$ cat src/rtl/lenet_pkg.sv
// Shared definitions for the digit-classifier front end: default ROI size,
// luma coefficients and the ROI capture state encoding.
package lenet_pkg;

  localparam int ROI_W_DEF = 32;
  localparam int ROI_H_DEF = 32;

  // Luma weights; they sum to 256 so (sum >> 8) never exceeds 255.
  localparam logic [7:0] COEF_R = 8'd77;
  localparam logic [7:0] COEF_G = 8'd150;
  localparam logic [7:0] COEF_B = 8'd29;

  typedef enum logic [1:0] {
    ST_IDLE    = 2'd0,
    ST_ARMED   = 2'd1,
    ST_CAPTURE = 2'd2,
    ST_DONE    = 2'd3
  } cap_state_t;

endpackage

$ cat src/rtl/rgb2grey.sv
// Two-stage pipelined RGB888 -> 8-bit luma with a valid bit and a sideband
// tag (the buffer address) carried alongside the pixel.
// Build option: ROI_GREY_CAPTURE_INVERT_EN outputs 255 - Y instead of Y.
module rgb2grey
  import lenet_pkg::*;
#(
  parameter int W_DATA = 24,
  parameter int W_TAG  = 10
) (
  input  logic              clk,
  input  logic              rst,
  input  logic              i_valid,
  input  logic [W_DATA-1:0] i_rgb,
  input  logic [W_TAG-1:0]  i_tag,
  output logic              o_valid,
  output logic [7:0]        o_grey,
  output logic [W_TAG-1:0]  o_tag,
  output logic              o_pending
);

  logic             r_v1;
  logic [15:0]      r_pr;
  logic [15:0]      r_pg;
  logic [15:0]      r_pb;
  logic [W_TAG-1:0] r_tag1;
  logic             r_v2;
  logic [7:0]       r_grey;
  logic [W_TAG-1:0] r_tag2;
  logic [15:0]      w_sum;
  logic [7:0]       w_luma;
  logic [7:0]       w_out;

  assign w_sum  = r_pr + r_pg + r_pb;
  assign w_luma = 8'(w_sum >> 8);

`ifdef ROI_GREY_CAPTURE_INVERT_EN
  assign w_out = 8'd255 - w_luma;
`else
  assign w_out = w_luma;
`endif

  // Stage 1: per-channel products, loaded only for valid pixels
  always_ff @(posedge clk) begin
    if (rst) begin
      r_v1   <= 1'b0;
      r_pr   <= '0;
      r_pg   <= '0;
      r_pb   <= '0;
      r_tag1 <= '0;
    end else begin
      r_v1 <= i_valid;
      if (i_valid) begin
        r_pr   <= 16'(COEF_R) * 16'(i_rgb[23:16]);
        r_pg   <= 16'(COEF_G) * 16'(i_rgb[15:8]);
        r_pb   <= 16'(COEF_B) * 16'(i_rgb[7:0]);
        r_tag1 <= i_tag;
      end
    end
  end

  // Stage 2: sum, shift and register the write outputs
  always_ff @(posedge clk) begin
    if (rst) begin
      r_v2   <= 1'b0;
      r_grey <= '0;
      r_tag2 <= '0;
    end else begin
      r_v2 <= r_v1;
      if (r_v1) begin
        r_grey <= w_out;
        r_tag2 <= r_tag1;
      end
    end
  end

  assign o_valid   = r_v2;
  assign o_grey    = r_grey;
  assign o_tag     = r_tag2;
  assign o_pending = r_v1 | r_v2;

endmodule

$ cat src/rtl/roi_grey_capture.sv
// Captures a ROI_W x ROI_H window of the video stream at (x, y), converts it
// to luma and writes it into the classifier source buffer, then pulses
// capture_ready once per completed window.
// Build option: ROI_GREY_CAPTURE_INVERT_EN stores 255 - Y (white-on-black).
module roi_grey_capture
  import lenet_pkg::*;
#(
  parameter int W_DATA  = 24,
  parameter int W_COORD = 12,
  parameter int ROI_W   = ROI_W_DEF,
  parameter int ROI_H   = ROI_H_DEF,
  parameter int W_ADDR  = 10
) (
  input  logic               clk,
  input  logic               rst,
  input  logic               capture_en,
  input  logic [W_COORD-1:0] x,
  input  logic [W_COORD-1:0] y,
  input  logic               cam_vsync_i,
  input  logic               cam_href_i,
  input  logic [W_DATA-1:0]  cam_data_i,
  output logic               busy,
  output logic               capture_ready,
  output logic [W_ADDR-1:0]  ab_frame_buf,
  output logic               cenb_frame_buf,
  output logic [7:0]         db_frame_buf
);

  localparam int LOG_W = $clog2(ROI_W);
  localparam int LOG_H = W_ADDR - LOG_W;
  localparam logic [W_COORD:0]   ROI_W_EXT = (W_COORD+1)'(ROI_W);
  localparam logic [W_COORD:0]   ROI_H_EXT = (W_COORD+1)'(ROI_H);
  localparam logic [LOG_W-1:0]   LAST_COL  = LOG_W'(ROI_W - 1);
  localparam logic [LOG_H-1:0]   LAST_ROW  = LOG_H'(ROI_H - 1);
  localparam logic [W_COORD-1:0] ONE_C     = W_COORD'(1);

  logic               r_vsync_d;
  logic               r_href_d;
  logic [W_DATA-1:0]  r_data_d;
  logic [W_COORD-1:0] r_col;
  logic [W_COORD-1:0] r_row;
  logic [W_COORD-1:0] r_x;
  logic [W_COORD-1:0] r_y;
  cap_state_t         r_state;
  cap_state_t         w_state_next;

  logic               w_vs_rise;
  logic               w_href_rise;
  logic               w_href_fall;
  logic [W_COORD:0]   w_col_ext;
  logic [W_COORD:0]   w_row_ext;
  logic [W_COORD:0]   w_x_ext;
  logic [W_COORD:0]   w_y_ext;
  logic               w_in_roi;
  logic               w_live;
  logic               w_accept;
  logic               w_last;
  logic [LOG_W-1:0]   w_col_off;
  logic [LOG_H-1:0]   w_row_off;
  logic [W_ADDR-1:0]  w_addr;
  logic               w_busy;
  logic               w_ready;
  logic               w_pending;
  logic               w_grey_valid;

  assign w_vs_rise   = cam_vsync_i & ~r_vsync_d;
  assign w_href_rise = cam_href_i & ~r_href_d;
  assign w_href_fall = ~cam_href_i & r_href_d;

  // One extra bit so x+ROI_W past the coordinate range clips instead of wrapping.
  assign w_col_ext = {1'b0, r_col};
  assign w_row_ext = {1'b0, r_row};
  assign w_x_ext   = {1'b0, r_x};
  assign w_y_ext   = {1'b0, r_y};
  assign w_in_roi  = r_href_d
                   && (w_col_ext >= w_x_ext) && (w_col_ext < w_x_ext + ROI_W_EXT)
                   && (w_row_ext >= w_y_ext) && (w_row_ext < w_y_ext + ROI_H_EXT);

  // Low offset bits only depend on the low coordinate bits.
  assign w_col_off = r_col[LOG_W-1:0] - r_x[LOG_W-1:0];
  assign w_row_off = r_row[LOG_H-1:0] - r_y[LOG_H-1:0];
  assign w_addr    = {w_row_off, w_col_off};

  assign w_live   = (r_state == ST_ARMED) || (r_state == ST_CAPTURE);
  assign w_accept = w_in_roi && w_live && !w_vs_rise;
  assign w_last   = w_accept && (w_col_off == LAST_COL) && (w_row_off == LAST_ROW);

  // Delayed copies of the sync inputs; the data path follows the delayed href
  always_ff @(posedge clk) begin
    if (rst) begin
      r_vsync_d <= 1'b0;
      r_href_d  <= 1'b0;
      r_data_d  <= '0;
    end else begin
      r_vsync_d <= cam_vsync_i;
      r_href_d  <= cam_href_i;
      r_data_d  <= cam_data_i;
    end
  end

  // Column/row counters and ROI origin shadows captured at frame start
  always_ff @(posedge clk) begin
    if (rst) begin
      r_col <= '0;
      r_row <= '0;
      r_x   <= '0;
      r_y   <= '0;
    end else begin
      if (w_vs_rise) begin
        r_x   <= x;
        r_y   <= y;
        r_row <= '0;
      end else if (w_href_fall) begin
        r_row <= r_row + ONE_C;
      end
      if (w_href_rise) begin
        r_col <= '0;
      end else if (cam_href_i) begin
        r_col <= r_col + ONE_C;
      end
    end
  end

  // Capture state register
  always_ff @(posedge clk) begin
    if (rst) begin
      r_state <= ST_IDLE;
    end else begin
      r_state <= w_state_next;
    end
  end

  // Next-state, busy and ready decode; a vsync edge while live aborts and re-arms
  always_comb begin
    w_state_next = r_state;
    w_busy       = 1'b0;
    w_ready      = 1'b0;
    case (r_state)
      ST_IDLE: begin
        if (w_vs_rise && capture_en) w_state_next = ST_ARMED;
      end
      ST_ARMED: begin
        w_busy = w_accept;
        if (w_vs_rise)     w_state_next = capture_en ? ST_ARMED : ST_IDLE;
        else if (w_last)   w_state_next = ST_DONE;
        else if (w_accept) w_state_next = ST_CAPTURE;
      end
      ST_CAPTURE: begin
        w_busy = 1'b1;
        if (w_vs_rise)   w_state_next = capture_en ? ST_ARMED : ST_IDLE;
        else if (w_last) w_state_next = ST_DONE;
      end
      ST_DONE: begin
        if (w_pending) begin
          w_busy = 1'b1;
        end else begin
          w_ready      = 1'b1;
          w_state_next = ST_IDLE;
        end
      end
      default: w_state_next = ST_IDLE;
    endcase
  end

  rgb2grey #(
    .W_DATA (W_DATA),
    .W_TAG  (W_ADDR)
  ) u_rgb2grey (
    .clk       (clk),
    .rst       (rst),
    .i_valid   (w_accept),
    .i_rgb     (r_data_d),
    .i_tag     (w_addr),
    .o_valid   (w_grey_valid),
    .o_grey    (db_frame_buf),
    .o_tag     (ab_frame_buf),
    .o_pending (w_pending)
  );

  assign cenb_frame_buf = ~w_grey_valid;
  assign busy           = w_busy;
  assign capture_ready  = w_ready;

endmodule

$ cat config.mk
export PLATFORM = sky130hd
export DESIGN_NAME = roi_grey_capture
export DESIGN_NICKNAME = d
export VERILOG_FILES = /design/src/rtl/lenet_pkg.sv /design/src/rtl/rgb2grey.sv /design/src/rtl/roi_grey_capture.sv
export SDC_FILE = /design/constraint.sdc
export NUM_CORES = 1
export LEC_CHECK = 0
export ABC_AREA = 1
export CAP_MARGIN = 20
export CORE_MARGIN = 4
export CORE_UTILIZATION = 40
export CTS_CLUSTER_DIAMETER = 50
export DETAILED_ROUTE_END_ITERATION = 8
export GPL_TIMING_DRIVEN = 0
export PLACE_DENSITY = 0.64
export SYNTH_ARGS = -nofsm -noshare
export SYNTH_HDL_FRONTEND = slang
export SYNTH_SLANG_ARGS = --single-unit
$ cat constraint.sdc
create_clock -name clk -period 9.8 [get_ports clk]
set_input_delay 1.96 -clock clk [delete_from_list [all_inputs] [get_ports clk]]
set_output_delay 1.96 -clock clk [all_outputs]
set_load 0.01 [all_outputs]
; ---- Word level (Yosys, flattened, before mapping)
; Index checks and enable logic that the tools add are counted.
[word_totals]
output_inout_bits = 21
word_cells = 76
input_bits = 53
ff_bits = 149
[classes]
n_lt_le_gt_ge = 4
mul = 3
addsub = 8
reduce_logical = 15
n_mux = 13
n_eq_ne = 9
n_bitwise = 8
[ops]
columns = cell, n
row1 = 7-bit by 8-bit multiplier with 15-bit output (first input constant), 2
row2 = 12-bit by 6-bit adder with 13-bit output (second input constant), 2
row3 = 12-bit by 13-bit less-than comparator with 1-bit output, 2
row4 = 12-bit by 1-bit adder with 12-bit output (second input constant), 2
row5 = 12-bit greater-or-equal comparator, 2
row6 = 15-bit by 16-bit adder with 16-bit output, 1
row7 = 16-bit by 13-bit adder with 16-bit output, 1
row8 = 2-bit 2-to-1 mux, 7
row9 = 5-bit by 8-bit multiplier with 13-bit output (first input constant), 1
row10 = 5-bit == test (second input constant), 2
row11 = 5-bit subtractor, 2
row12 = 1-bit logical AND, 9
row13 = 2-bit case mux with 4 select lines, 1
row14 = 2-bit == test (second input constant), 2
row15 = 1-bit 2-to-1 mux, 4
row16 = 2-bit != test (second input constant), 2
row17 = 4-bit by 3-bit != test with 1-bit output (second input constant), 1
row18 = 1-bit inverter, 4
row19 = 4-bit AND reduction, 1
row20 = 2-bit OR reduction, 2
row21 = 1-bit AND, 3
row22 = 3-bit != test (second input constant), 1
row23 = 1-bit case mux with 3 select lines, 1
row24 = 2-bit by 1-bit == test with 1-bit output (second input constant), 1
row25 = 4 further kinds, 4

; ---- Logic depth before layout (Yosys ltp)
[logic_depth]
word_depth = 12
depth_mapped = 19
ltp_nobuf = 19

; ---- Cells and area by module
; Synthesis repeated with hierarchy kept, for this count alone.
[hier_totals]
cells_unflattened = 1505
area_unflattened_um2 = 10926.7
[by_module_without_submodules]
columns = module, cells_per_inst, area_each_um2, instances, seq_area_each_um2
row1 = rgb2grey, 935, 6729.0, 1, 1461.4
row2 = roi_grey_capture, 570, 4197.8, 1, 1521.5

; ---- Worst setup path after synthesis
; Ideal clock, no wire load.
[synth_timing]
path_type = input -> output
start = in cam_vsync_i
end = out busy
cell_stages = 13
t_arrival_ns = 3.171
required_ns = 7.840
path_buffers = 2
slack_ns = 4.669
cell_sequence = inv_1 > nor2_1 > nor2_1 > nand2_1 > nor2_2 > inv_2 > nor2_4 > nand3_4 > clkinv_2 > buf_8 > buf_6 > nand2_1 > a31oi_2
[synth_between]
elab_chain_cells = 4
[synth_lines]
columns = element, line_no
row1 = from (decl), roi_grey_capture.sv:19  ; input logic cam_vsync_i,
row2 = 1-bit AND, roi_grey_capture.sv:66  ; assign w_vs_rise = cam_vsync_i & ~r_vsync_d;
row3 = 1-bit logical NOT, roi_grey_capture.sv:85  ; assign w_accept = w_in_roi && w_live && !w_vs_rise;
row4 = 1-bit logical AND, roi_grey_capture.sv:85
row5 = 1-bit case mux with 3 select lines, roi_grey_capture.sv:138  ; case (r_state)
row6 = to (decl), roi_grey_capture.sv:22  ; output logic busy,
; Every way passes these cells.

; ---- Worst setup path in the final report
; Ends and elaborated chain as after synthesis.

==> impl_results.md <==
* Status: completed
* Drt via density at 4.91
* CTS buffer count at 17
* Post-CTS setup buffer count at 0
* Worst setup path class: input pin to output pin
* Area Overhead vs Synth at 16.8%
* Initial antenna violation count at 0
* Cell count after synthesis at 1,317
* Flop2flop setup slack at 6.02 ns
* Synth Cell Area at 0.0103 mm2
* Syn. warnings at 0
* Routability cong. at 0.901
* Global route overflow at 0
* Syn Nets at 1,569
* Fin. Hold Viols at 0
* Yosys top cell by area: dfxtp_1
* Dominant cells by area after synthesis: dfxtp_1 29%, ha_1 19%, fa_1 7.8%
* CP max FO at 10
* #FFs+latches synth at 149
* CTS resizes at 0
* Unrepaired setup endpoints after global routing: no
* Initial Util at 40.8%
* Most common cell after layout, fill and taps aside: inv_1
* Critical Path Max Stage Delay at 0.57 ns
* Chip Height at 168 um
* Leakage at 5.71 nW
* Worst EP arrival at 4.51 ns
* Worst Setup Start Kind: input pin
* CTS tree: done
* Detail Route Antenna Nets at 0
* Hold Crit Class: register to register
* First-pass GRT wire length at 41,400 um
* Vias in the first global route at 8,539
* Reg clk slew, reported paths at 0.06 ns
* Total clock sinks at 149
* HPWL after detailed placement at 19,400 um
* Iter 0 DRT Violations at 485
* Layout fillers at 2,503
* Clock buffer depth at 2
* Worst-Skew Late Latency at 0.44 ns
* Htree depth at 4
* Worst Tran Pin Value at 0.908 ns
* Power Density at 137 mW/mm2
* Post-synth ARST share at 0%
* Top_reg_cell synth: dfxtp_1
* Mean Syn Cell Area at 7.82 um2
* VDD IR max at 0.0982 mV
* Root Buffer Master: clkbuf_16
* Remaining DRCs at 0
* GRT Overall Usage at 17.9%
* Post-route setup TNS at 0 ns
* Critical path, cell by cell: clkdlybuf4s50_1 > inv_1 > nor2_1 > nor2_1 > nand2_1 > nor2_2 > inv_2 > nor2_4 > nand3_4 > clkinv_2 > buf_8 > buf_6 > nand2_1 > a31oi_2 > clkdlybuf4s50_1
* Port bufs at 72
* Min cycle time layout at 6.47 ns
* Library cells used by synthesis at 43
* Critical-path top delay cell: clkdlybuf4s50_1
* Die Width at 168 um
* Share of layout cells above drive strength 1 at 4.71%
* Top-area cell type share of the netlist area at 29.0%
* WL/cell at 14.0 um
* Via count at 8,593
* Worst clock skew at 0.0137 ns
* Final nets at 1,660
* Area of the die at 0.0284 mm2
* Setup-failing EPs final at 0
* Diode count at 0
* Peak Freq at 0.154 GHz
* Top Ports at 74
* Worst hold margin at 0.466 ns
* # Max-Cap Violations at 0
* # rows at 58
* Endpoint type of the worst setup path: output pin
* Slew Viols, Final at 0
* DRT Wirelength at 24,500 um
* Sequential area share after synthesis at 29.0%
* Worst EP required at 7.84 ns
* Final Cycle Share at 66.0%
* Core area at 0.0253 mm2
* 1st-pass router iterations at 5
* CTS Hold Bufs at 0
* Most frequent cells in the layout: 209 x inv_1, 164 x nor2_1, 159 x ha_1
* Post-synth EDFFs at 0
* Pin count of the biggest net entering global routing at 17
* Max-slew headroom at 39.5%
-- worst paths after layout --
check / start / to / cells after the start
min: u_rgb2grey.r_tag1[9]$_SDFFE_PP0P_ / u_rgb2grey.r_tag1[9]$_SDFFE_PP0P_ / 2
max reg2reg: r_data_d[12]$_SDFF_PP0_ / u_rgb2grey.r_pg[14]$_SDFFE_PP0P_ / 17
max: cam_vsync_i / busy / 15
min reg2reg: u_rgb2grey.r_tag1[9]$_SDFFE_PP0P_ / u_rgb2grey.r_tag1[9]$_SDFFE_PP0P_ / 2
-- synthesized netlist by cell type, types with 2 or more instances --
library cell,count
clkbuf_1,23
a21o_1,5
inv_2,3
inv_1,209
o21ai_0,103
nor2_1,164
a211oi_1,2
dfxtp_1,149
a31oi_1,6
xnor2_1,18
o211ai_1,2
nor3_1,21
or2_2,3
nand3b_1,2
a21oi_1,118
fa_1,40
nand4_1,10
xor2_1,27
nor2_2,2
o21ai_1,13
nand3_1,45
a21oi_2,11
o21a_1,3
buf_1,2
buf_6,4
buf_2,2
ha_1,159
nand2_1,156
-- where the power goes --
group / internal [mW] / leakage [nW] / switching (mW)
Combinational: 0.135 / 4.22 / 0.196
Sequential: 0.621 / 1.21 / 0.0171
Clock: 0.391 / 0.275 / 0.282
Total: 1.15 / 5.71 / 0.496
-- per-layer routing --
| layer | GRT usage (%) | part of all wire (%) | routed length [um] |
|---|---|---|---|
| met2 | 30.7 | 47 | 11400 |
| met5 | 0 | 0 | 0 |
| met1 | 23.1 | 47 | 11600 |
| met3 | 3.64 | 4.2 | 1030 |
| met4 | 4.83 | 1.7 | 425 |
-- stage by stage --
step           setup slack (ns)  util (%)  std cells  power, mW  area [um2]
6_report                   3.33      47.6       1751       1.64       12000
5_1_grt                    3.16      47.6       1751       1.74       12000
4_1_cts                    3.30      47.6       1751       1.66       12000
3_5_place_dp               3.30      45.3       1719      0.982       11400
3_3_place_gp               3.33      45.3       1719      0.976       11400
2_1_floorplan              4.67         -       1317      0.889       10300
-- state kept, by name (all words and copies together), names as in the netlist, 12 cells and up --
| signal | count |
|---|---|
| r_y | 12 |
| r_x | 12 |
| u_rgb2grey.r_pb | 13 |
| r_data_d | 24 |
| u_rgb2grey.r_pr | 15 |
| r_row | 12 |
| r_col | 12 |
| u_rgb2grey.r_pg | 15 |
-- layout make-up --
class	instances	area (um2)	area share [%]
Buffer	34	176	1.47
Clock buffer	19	453	3.77
Clock inverter	13	145	1.21
Inverter	213	801	6.66
Multi-Input combinational cell	921	6340	52.7
Sequential cell	149	2980	24.8
Tap cell	330	413	3.43
Timing Repair Buffer	72	721	5.99
-- critical path, delay by kind of cell --
family,cells,cell delay (ns)
compound gates,1,0.17
buf+inv,7,1.52
simple gates,7,0.85
-- kinds of logic after synthesis --
group                    after synthesis  share of synthesized area (%)
XOR/XNOR                              45                           3.83
adder cells (fa/ha/maj)              199                           27.1
AO/OA/AOI/OAI                        269                           14.1
AND/OR/NAND/NOR                      408                           16.5
buffers and inverters                247                           9.49
flip-flops                           149                           29.0
Power figures use the tool's default switching activity.
